`config.mk`:
```
export PLATFORM = sky130hd
export DESIGN_NAME = priority_event_decoder
export DESIGN_NICKNAME = d
export VERILOG_FILES = /design/src/rtl/priority_event_decoder_pkg.sv /design/src/rtl/priority_event_decoder_pick.sv /design/src/rtl/priority_event_decoder.sv
export SDC_FILE = /design/constraint.sdc
export NUM_CORES = 1
export LEC_CHECK = 0
export BUFFER_PORTS_ARGS = -buffer_cell sky130_fd_sc_hd__buf_2
export CORE_UTILIZATION = 45
export CTS_CLUSTER_SIZE = 40
export DETAILED_ROUTE_END_ITERATION = 6
export PLACE_DENSITY = 0.72
export SYNTH_ARGS = -nofsm -noshare
export SYNTH_HDL_FRONTEND = slang
export SYNTH_HIERARCHICAL = 1
export SYNTH_SLANG_ARGS = --single-unit
```
`constraint.sdc`:
```
create_clock -name clk -period 2.5 [get_ports clk]
set_input_delay 0.125 -clock clk [delete_from_list [all_inputs] [get_ports clk]]
set_output_delay 0.125 -clock clk [all_outputs]
set_load 0.01 [all_outputs]
```
`src/rtl/priority_event_decoder_pkg.sv`:
```
// Shared definitions for the priority event decoder: default code width
// and the grant FSM state encoding.
package priority_event_decoder_pkg;

    // Default code width; the event count is 1 << PED_CW.
    localparam int PED_CW = 3;

    // Grant FSM: IDLE picks the next pending event, GRANT waits for ack.
    typedef enum logic {
        ST_IDLE  = 1'b0,
        ST_GRANT = 1'b1
    } state_e;

endpackage

```
`src/rtl/priority_event_decoder_pick.sv`:
```
// Combinational highest-index picker: returns a one-hot vector of the
// highest set bit of req (bit N-1 has top priority) and an any-set flag.
module priority_pick #(
    parameter int N = 8
) (
    input  logic [N-1:0] req_i,
    output logic [N-1:0] gnt_o,
    output logic         any_o
);

    logic found_s;

    // Scan from the top bit down and keep only the first set bit found.
    always_comb begin
        gnt_o   = {N{1'b0}};
        found_s = 1'b0;
        for (int k = N - 1; k >= 0; k--) begin
            if (req_i[k] && !found_s) begin
                gnt_o[k] = 1'b1;
                found_s  = 1'b1;
            end else begin
                found_s  = found_s;
            end
        end
        any_o = found_s;
    end

endmodule

```
`src/rtl/priority_event_decoder.sv`:
```
// Receive side of the priority encoder {o, v} interface. Decoded codes are
// latched into a sticky pending register and served one at a time, highest
// index first, over a grant/ack handshake. All outputs are registered.
module priority_event_decoder
    import priority_event_decoder_pkg::*;
#(
    parameter int CW = PED_CW,
    localparam int N = 1 << CW
) (
    input  logic          clk,
    input  logic          rst_n,
    input  logic          en,
    input  logic [CW-1:0] i,
    input  logic          v,
    input  logic          ack,
    output logic [N-1:0]  o,
    output logic          o_valid,
    output logic [N-1:0]  pending,
    output logic          overflow
);

    localparam logic [N-1:0] ONE_N = {{(N - 1){1'b0}}, 1'b1};

    state_e       state_q, state_d;
    logic [N-1:0] pending_q, pending_d;
    logic [N-1:0] o_q, o_d;
    logic         o_valid_q, o_valid_d;
    logic         overflow_q, overflow_d;

    logic [N-1:0] set_s;
    logic [N-1:0] clear_s;
    logic [N-1:0] pick_s;
    logic         pick_any_s;

    priority_pick #(
        .N (N)
    ) u_pick (
        .req_i (pending_q),
        .gnt_o (pick_s),
        .any_o (pick_any_s)
    );

    // Grant FSM: pick the top pending event in IDLE, hold it in GRANT until ack.
    always_comb begin
        state_d   = state_q;
        o_d       = o_q;
        o_valid_d = o_valid_q;
        clear_s   = {N{1'b0}};
        case (state_q)
            ST_IDLE: begin
                if (pick_any_s) begin
                    o_d       = pick_s;
                    o_valid_d = 1'b1;
                    state_d   = ST_GRANT;
                end else begin
                    o_d       = {N{1'b0}};
                    o_valid_d = 1'b0;
                end
            end
            ST_GRANT: begin
                if (ack) begin
                    clear_s   = o_q;
                    o_d       = {N{1'b0}};
                    o_valid_d = 1'b0;
                    state_d   = ST_IDLE;
                end else begin
                    state_d   = ST_GRANT;
                end
            end
            default: begin
                o_d       = {N{1'b0}};
                o_valid_d = 1'b0;
                state_d   = ST_IDLE;
            end
        endcase
    end

    // Capture: a new code sets its pending bit (set beats a same-cycle clear);
    // a code whose bit is already pending and not being cleared is lost.
    always_comb begin
        set_s      = {N{1'b0}};
        overflow_d = 1'b0;
        if (en && v) begin
            set_s      = ONE_N << i;
            overflow_d = pending_q[i] && !clear_s[i];
        end else begin
            set_s      = {N{1'b0}};
            overflow_d = 1'b0;
        end
        pending_d = (pending_q & ~clear_s) | set_s;
    end

    // State, pending and output registers with asynchronous clear.
    always_ff @(posedge clk or negedge rst_n) begin
        if (!rst_n) begin
            state_q    <= ST_IDLE;
            pending_q  <= {N{1'b0}};
            o_q        <= {N{1'b0}};
            o_valid_q  <= 1'b0;
            overflow_q <= 1'b0;
        end else begin
            state_q    <= state_d;
            pending_q  <= pending_d;
            o_q        <= o_d;
            o_valid_q  <= o_valid_d;
            overflow_q <= overflow_d;
        end
    end

    assign o        = o_q;
    assign o_valid  = o_valid_q;
    assign pending  = pending_q;
    assign overflow = overflow_q;

endmodule

```
Word-level counts from Yosys, hierarchy flattened:

Cells that the tools add are included.
W data, S select, Z words.

* bits in registers: 19
* output and inout bits: 18

* equality and inequality tests: 1
* shift operators: 1
* reductions and logical operators: 17
* multiplexer cells: 31
* order comparisons: 1
* bitwise logic cells: 4

Operators by type and width (number)
* $mux W8: 5
* $mux W1: 21
* $pmux W8 S2: 1
* $logic_and A1 B1 Y1: 9
* $and A8 B8 Y8: 1
* $logic_not A1 Y1: 8
* $not A8 Y8: 1
* $or A8 B8 Y8: 1
* $shl A1 B3 Y8 const A: 1
* $bmux W1 S3: 2
* $lt A3 B4 Y1 const B: 1
* $pmux W1 S2: 2
* $ne A2 B2 Y1 const B: 1
* $not A1 Y1: 1

Longest topological paths before layout:

Gate-level depths: netlist of the first run.

* depth in word-level cells: 24
* gate-level depth with buffers: 5
* gate-level depth less buffers: 4

Modules after synthesis:

Netlist of the first run, hierarchy kept.

Modules (own cells, without submodules)
* priority_event_decoder: cells each 91, area each 899.6 um^2, sequential area each 475.5 um^2, times used 1
* priority_pick: cells each 12, area each 96.3 um^2, sequential area each 0.0 um^2, times used 1

Least setup slack after synthesis of the first run:

Ideal clock, no wire load.

* kind: reg-to-reg
* start: reg pending_q[7], in the netlist pending[7]
* end: reg o_q[6], in the netlist o[6]
* path buffers: 0
* library setup time: 122 ps
* data arrival time: 1406 ps
* stages on the path, launching flop included: 5
* slack: 972 ps
* data required time: 2378 ps
* cells stage by stage: dfrtp_1 -> nor4_4 -> nand3_1 -> nor2b_1 -> a32o_1

* word-level cells in the longest chain between the ends: 24

RTL lines
* from (decl): RTL line priority_event_decoder.sv:25 `logic [N-1:0] pending_q, pending_d;`
* from (signal assigned): RTL line priority_event_decoder.sv:97 `pending_q <= {N{1'b0}};`
* from (signal assigned): RTL line priority_event_decoder.sv:103 `pending_q <= pending_d;`
* $mux W1 (*): RTL line priority_event_decoder_pick.sv:18 `if (req_i[k] && !found_s) begin`
* $logic_not A1 Y1: RTL line priority_event_decoder_pick.sv:18
* $logic_and A1 B1 Y1: RTL line priority_event_decoder_pick.sv:18
* $mux W1 (*): RTL line priority_event_decoder_pick.sv:18
* $logic_not A1 Y1: RTL line priority_event_decoder_pick.sv:18
* $logic_and A1 B1 Y1: RTL line priority_event_decoder_pick.sv:18
* $mux W1 (*): RTL line priority_event_decoder_pick.sv:18
* $logic_not A1 Y1: RTL line priority_event_decoder_pick.sv:18
* [9 not listed]
* $logic_and A1 B1 Y1: RTL line priority_event_decoder_pick.sv:18
* $mux W1 (*): RTL line priority_event_decoder_pick.sv:18
* $logic_not A1 Y1: RTL line priority_event_decoder_pick.sv:18
* $logic_and A1 B1 Y1: RTL line priority_event_decoder_pick.sv:18
* $mux W1 (*): RTL line priority_event_decoder_pick.sv:18
* named net pick_any_s: RTL line priority_event_decoder.sv:33 `logic pick_any_s;`
* $mux W8 (*): RTL line priority_event_decoder.sv:51 `if (pick_any_s) begin`
* $pmux W8 S2 (*): RTL line priority_event_decoder.sv:49 `case (state_q)`
* to (signal assigned): RTL line priority_event_decoder.sv:98 `o_q <= {N{1'b0}};`
* to (decl): RTL line priority_event_decoder.sv:26 `logic [N-1:0] o_q, o_d;`

The timed path passes the listed nets; every way through them passes the cells marked *.
A chain may end at the register's enable or synchronous reset.

Final worst setup path of the first run:

Same ends and word-level chain as after synthesis.

==> insert_results.sql, run 1 <==
INSERT INTO impl_metrics (metric_group, metric, value, unit) VALUES
('status', 'status', 'complete, no violations', ''),
('clock_network', 'clk_root_buffer_cell', 'sky130_fd_sc_hd__clkbuf_4', ''),
('critical_path', 'count_of_cells_along_the_worst_register_to_register_path', '4', ''),
('power', 'ir_drop', '0.000451', 'V'),
('synth', 'async_flop_share', '1.00', ''),
('sta', 'hold_violations', '0', ''),
('power', 'design_power_total', '0.000996', 'W'),
('global_routing', 'grt_first_pass_wirelength', '3740', 'um'),
('drt', 'detailroute.via_count', '830', ''),
('critical_path', 'cp-start-kind', 'flip-flop', ''),
('clock_network', 'number_of_setup_buffers_added_after_cts', '0', ''),
('clock_network', 'hold_buffers', '1', ''),
('synth', 'yosys_most_used_dff', 'sky130_fd_sc_hd__dfrtp_1', ''),
('worst_hold_path', 'holdPathStages', '2', ''),
('final_layout', 'filler_cell_count', '194', ''),
('worst_hold_path', 'hold_end', 'pending[4]', ''),
('placed_design', 'gp_routability_congestion', '0.843', ''),
('critical_path', 'timing.critical_path.fanout_max', '8', ''),
('clock_network', 'cts_inserted_buffers', '3', ''),
('worst_hold_path', 'hold_class', 'in2reg', ''),
('final_layout', 'final_common_cell', 'sky130_fd_sc_hd__buf_2', ''),
('synth', 'synth_compound_area_frac', '0.188', ''),
('synth', 'synth_top_family_by_area', 'simple AND/OR/NAND/NOR gates', ''),
('drt', 'post-route-drc-count', '0', ''),
('global_routing', 'grt_remaining_overflow', '0', ''),
('drt', 'ant_nets', '0', ''),
('final_layout', 'nets_finish', '136', ''),
('worst_hold_path', 'hold_path_startpoint', 'i[0]', ''),
('sta', 'fin_skew', '0.00274', 'ns'),
('synth', 'synth_cell_types', '36', ''),
('final_layout', 'most-common-layout-cells', 'sky130_fd_sc_hd__buf_2 (25), sky130_fd_sc_hd__nand2_1 (24), sky130_fd_sc_hd__dfrtp_1 (19)', ''),
('final_layout', 'layout_cell_share_with_drive_strength_beyond_1', '0.268', ''),
('final_layout', 'stdcell_count', '154', ''),
('critical_path', 'worst_setup_path_startpoint', 'pending[7]', ''),
('placed_design', 'post_dp_cell_area', '1110', 'um^2'),
('floorplanning', 'die_w', '49.0', 'um'),
('clock_network', 'clkTransAtPathRegs', '0.11', 'ns'),
('floorplanning', 'row_count', '16', ''),
('clock_network', 'cts_num_sinks', '19', ''),
('critical_path', 'required', '2.69', 'ns'),
('sta', 'max_slew.worst_pin.slew', '0.546', 'ns'),
('placed_design', 'place_ws', '0.821', 'ns'),
('drt', 'post_dr_wirelength_cell', '14.3', 'um'),
('synth', 'synth-xor-area-share', '0', ''),
('floorplanning', 'chipHeight', '49.0', 'um'),
('drt', 'viasPerCell', '5.39', ''),
('clock_network', 'htreeDepth', '1', ''),
('sta', 'period_minus_slack', '1.71', 'ns'),
('final_layout', 'finish.instance_area', '1150', 'um^2'),
('clock_network', 'cts_tree', 'built', ''),
('floorplanning', 'floorplan.initialDensity', '0.493', ''),
('final_layout', 'n_antenna_cell', '0', ''),
('synth', 'synth-seq-cells', '19', ''),
('synth', 'yosysSeqAreaShare', '0.477', ''),
('sta', 'rsz0062_at_grt', 'no', ''),
('placed_design', 'detailed_place_hpwl', '1610', 'um'),
('placed_design', 'place_inst', '149', ''),
('power', 'leakage_dissipation', '0.540', 'nW'),
('critical_path', 'crit_path_end_kind', 'flip-flop', ''),
('global_routing', 'grt_max_degree', '20', ''),
('critical_path', 'setup_slack_of_the_worst_register_to_register_path', '0.79', 'ns'),
('sta', 'count_of_pins_over_their_slew_limit', '0', ''),
('sta', 'finalCritPeriodShare', '0.682', ''),
('sta', 'achievable-frequency', '586', 'MHz'),
('sta', 'finalSetupViolCount', '0', ''),
('drt', 'drt-initial-drc-count', '24', ''),
('synth', 'netlist_area', '996', 'um^2'),
('critical_path', 'reg2reg_from', 'pending[7]', ''),
('synth', 'number_of_enable_type_register_cells_in_the_synthesized_netlist', '0', ''),
('synth', 'yosys.area_share.simple', '0.245', ''),
('critical_path', 'worstPathArrival', '1.90', 'ns');
==> flip-flops by register name, indices dropped and copies added (netlist names) <==
signal and flops:
pending 8, overflow 1, state_q 1, o 8, o_valid 1
==> logic make-up after synthesis <==
kind of cell,after synthesis
flops,19
simple gates,47
mux,4
compound gates,26
buf+inv,7
==> synthesized netlist by cell type, drive strengths merged (2+ instances only) <==
cell	number	area [um^2]
and2	2	13.8
o21bai	2	15.0
mux2i	3	30.0
nor2b	3	18.8
dfrtp	19	475
nor2	5	18.8
nand2b	2	12.5
a22o	2	17.5
o31ai	2	15.0
nand2	24	90.1
nand3	3	15.0
o21ai	11	58.8
buf	5	40.0
a21boi	2	15.0
==> area by class of cell <==
type	instances	area, um^2	area share
sequential	19	475	0.414
multi-input combinational	77	473	0.412
timing repair buffer	26	135	0.118
tap	27	33.8	0.0294
clock buffer	4	26.3	0.0229
inverter	1	3.75	0.00327
==> where the power goes <==
group | internal (W) | total, W | switching [W] | leakage, nW
Combinational | 0.000157 | 0.000329 | 0.000173 | 0.289
Clock | 0.0000621 | 0.000155 | 0.0000925 | 0.0150
Sequential | 0.000388 | 0.000512 | 0.000124 | 0.235
Total | 0.000607 | 0.000996 | 0.000389 | 0.540
==> routing by layer <==
layer	vias to the layer above	track usage	wire, um
li1	409	-	-
met1	396	0.283	1020
met2	23	0.326	1070
met3	2	0.0343	103
met4	0	0.0784	12
met5	-	0	0
==> worst max path at each step <==
stage | endpoint | slack [ns] | cells past startpoint
finish | o[6] | 0.79 | 4
global route | o[6] | 0.69 | 4
CTS | o[6] | 0.79 | 4
detailed placement | o[6] | 0.82 | 4
global placement | o[6] | 0.90 | 4
floorplan | o[6] | 0.97 | 4
==> worst max-delay path, cell delays in order (launching register included) <==
cell	delay (ns)
sky130_fd_sc_hd__dfrtp_1	0.49
sky130_fd_sc_hd__nor4_4	0.37
sky130_fd_sc_hd__nand3_1	0.25
sky130_fd_sc_hd__nor2b_1	0.25
sky130_fd_sc_hd__a32o_1	0.24
==> stage by stage <==
step                hold slack (ns)  utilization
finish                        0.165        0.567
global route                  0.163        0.567
CTS                           0.151        0.567
detailed placement           0.0901        0.550
global placement             0.0821        0.550
floorplan                    -0.171            -
No activity file was read; power rests on OpenSTA's default activity.
==> run 2: changes to the inputs <==
Settings changed: PLACE_DENSITY 0.72 to 0.74.
Clock period 2.5 ns to 1.4 ns, I/O delays scaled along.
==> run 2 against run 1 <==
Fmax rose by 26%. Cell area grew 6.5%. Worst setup slack worse by 0.75 ns. Routed wire length up 0.91%. Cell count grew 5.2%. Critical path depth unchanged. Utilization is 3.7 points higher. Flip-flop and latch count unchanged. Sequential share of layout area fell by 2.3 points. Hold slack got worse by 0.056 ns. Register-to-register slack worse by 0.75 ns. Critical path type unchanged. Largest cell class is now multi-input gates.
==> insert_results.sql, run 2 (synthesized netlist as in run 1, its figures left out) <==
INSERT INTO impl_metrics (metric_group, metric, value, unit) VALUES
('power', 'power.share.sequential', '0.470', ''),
('sta', 'rsz0062_at_grt', 'yes', ''),
('status', 'status', 'complete, no violations', ''),
('global_routing', 'number_of_antenna_violations_at_the_first_check_in_global_routing', '0', ''),
('drt', 'drt-total-wl', '2220', 'um'),
('drt', 'detailroute.via_count', '879', ''),
('sta', 'count_of_pins_over_their_slew_limit', '0', ''),
('sta', 'hold_violations', '0', ''),
('critical_path', 'required', '1.58', 'ns'),
('critical_path', 'worst_setup_ep', 'o[6]', ''),
('power', 'ir_drop', '0.000726', 'V'),
('global_routing', 'grt_remaining_overflow', '0', ''),
('global_routing', 'grt_first_pass_wirelength', '3640', 'um'),
('power', 'design_power_total', '0.00186', 'W'),
('critical_path', 'crit_path_end_kind', 'flip-flop', ''),
('floorplanning', 'core-area', '2020', 'um^2'),
('critical_path', 'reg2reg_to', 'o[6]', ''),
('placed_design', 'portbufs', '25', ''),
('clock_network', 'cts_num_sinks', '19', ''),
('floorplanning', 'floorplan.initialDensity', '0.493', ''),
('final_layout', 'stdcell_count', '162', ''),
('critical_path', 'worst_setup_path_startpoint', 'pending[7]', ''),
('final_layout', 'final_core_util', '0.605', ''),
('power', 'clockPowerShare', '0.144', ''),
('sta', 'total_negative_slack_for_setup_checks', '0', 'ns'),
('critical_path', 'critical_path.cell_chain', 'nor4_4 -> nand3_2 -> nor2b_4 -> a32o_1', ''),
('sta', 'finalSetupViolCount', '0', ''),
('final_layout', 'most-common-layout-cells', 'sky130_fd_sc_hd__buf_2 (25), sky130_fd_sc_hd__nand2_1 (24), sky130_fd_sc_hd__dfrtp_1 (17)', ''),
('clock_network', 'cts_tree', 'built', ''),
('sta', 'fin_skew', '0.000882', 'ns'),
('critical_path', 'worst_path_largest_cell_delay', '0.44', 'ns'),
('clock_network', 'clkLatencyLatePin', '0.29', 'ns'),
('floorplanning', 'die_area', '2410', 'um^2'),
('critical_path', 'timing.critical_path.fanout_max', '4', ''),
('global_routing', 'global_route.peak_usage_layer', 'met2', ''),
('floorplanning', 'chipHeight', '49.0', 'um'),
('global_routing', 'global_route.usage.met2', '0.301', ''),
('critical_path', 'worstPathArrival', '1.54', 'ns'),
('global_routing', 'grt_util_met1', '0.285', ''),
('clock_network', 'htreeDepth', '1', ''),
('placed_design', 'post_dp_cell_area', '1180', 'um^2'),
('final_layout', 'nets_finish', '144', ''),
('floorplanning', 'die_w', '49.0', 'um'),
('final_layout', 'n_antenna_cell', '0', ''),
('sta', 'max_slew.worst_pin.slew', '0.490', 'ns'),
('power', 'cellPowerDensity', '1520', 'nW/um^2'),
('clock_network', 'clk_root_buffer_cell', 'sky130_fd_sc_hd__clkbuf_4', ''),
('worst_hold_path', 'hold_class', 'in2reg', ''),
('global_routing', 'grt_max_degree', '20', ''),
('clock_network', 'clkTransAtPathRegs', '0.10', 'ns'),
('sta', 'slew-limit-headroom', '0.673', ''),
('clock_network', 'cts_inserted_buffers', '3', ''),
('global_routing', 'grt_use_total', '0.196', ''),
('power', 'combinationalPowerShare', '0.386', ''),
('critical_path', 'setup_slack_of_the_worst_register_to_register_path', '0.04', 'ns'),
('critical_path', 'cp_max_stage_cell', 'sky130_fd_sc_hd__dfrtp_2', ''),
('critical_path', 'cp-start-kind', 'flip-flop', ''),
('drt', 'firstDrtPassIters', '4', ''),
('final_layout', 'layout_cell_share_with_drive_strength_beyond_1', '0.341', ''),
('placed_design', 'gp_routability_congestion', '0.906', ''),
('critical_path', 'reg2reg_from', 'pending[7]', ''),
('run', 'max-cap-violations', '0', ''),
('placed_design', 'detailed_place_hpwl', '1720', 'um'),
('power', 'internal_power', '0.00115', 'W'),
('placed_design', 'place_inst', '156', ''),
('floorplanning', 'row_count', '16', ''),
('sta', 'achievable-frequency', '736', 'MHz'),
('global_routing', 'first_global_vias', '798', ''),
('global_routing', 'routing_usage_on_met3', '0.0280', ''),
('sta', 'period_minus_slack', '1.36', 'ns'),
('critical_path', 'worst-setup-path-type', 'reg2reg', ''),
('final_layout', 'final_common_cell', 'sky130_fd_sc_hd__buf_2', ''),
('power', 'leakage_dissipation', '0.587', 'nW'),
('drt', 'post-route-drc-count', '0', ''),
('drt', 'viasPerCell', '5.43', ''),
('critical_path', 'count_of_cells_along_the_worst_register_to_register_path', '4', ''),
('clock_network', 'cts_buffer_depth', '2', ''),
('sta', 'finalCritPeriodShare', '0.970', ''),
('drt', 'ant_nets', '0', ''),
('power', 'p_switching', '0.000710', 'W'),
('drt', 'post_dr_wirelength_cell', '13.7', 'um'),
('final_layout', 'flow.area_growth_from_synthesis', '22.7', '%'),
('floorplanning', 'ios', '26', ''),
('drt', 'drt-initial-drc-count', '15', ''),
('power', 'swShare', '0.382', ''),
('final_layout', 'finish.instance_area', '1220', 'um^2');
## run 2: cell types whose count changed in the layout (fill, tap and decap cells not counted), sizes merged
cell,delta
buf,+8
## run 2: through the flow
stage               hold WS [ns]  setup slack (ns)
CTS                        0.106            0.0297
global route               0.127           -0.0172
detailed placement        0.0305            0.0470
floorplan                 -0.226          -0.00959
finish                     0.109            0.0419
global placement          0.0242            0.0777
## run 2: metal layers
metal,up-vias,share of wire
met5,-,0
met4,0,0
met3,0,0.051
met2,25,0.47
met1,430,0.48
li1,424,-
## run 2: critical path: cells and delay by family (launching register included)
kind | cells | cell delay [ns]
compound gates | 1 | 0.21
flops | 1 | 0.44
simple gates | 3 | 0.61
## run 2: worst min path at each step
stage | slack, ns | from | cells past startpoint | endpoint
after detailed placement | 0.03 | rst_n | 1 | o[3]
after global placement | 0.02 | rst_n | 1 | o[3]
after CTS | 0.11 | i[0] | 2 | pending[4]
after global routing | 0.13 | i[0] | 2 | pending[0]
final | 0.11 | i[0] | 2 | pending[4]
after floorplan | -0.23 | rst_n | 0 | o[0]
## run 2: power groups by stage
stage	sequential, W	combinational, W	clock [W]
floorplan	0.000953	0.000331	0
finish	0.000875	0.000718	0.000269
global route	0.000900	0.000786	0.000295
detailed placement	0.000884	0.000699	0
global placement	0.000872	0.000690	0
CTS	0.000873	0.000701	0.000278
## run 2: layout make-up
cell class              instances  area [um^2]
inverters                       1         3.75
flip-flops and latches         19          478
multi-input cells              77          485
well taps                      27         33.8
repair buffers                 34          195
clock buffers                   4         26.3
fillers                       184          800
## run 2: repair_timing
item / in CTS / in global routing
buffers inserted: 0 / 1
hold endpoints to repair: 19 / 0
setup endpoints to repair: 0 / 7
resized for setup: 0 / 2
hold buffers: 1 / 0
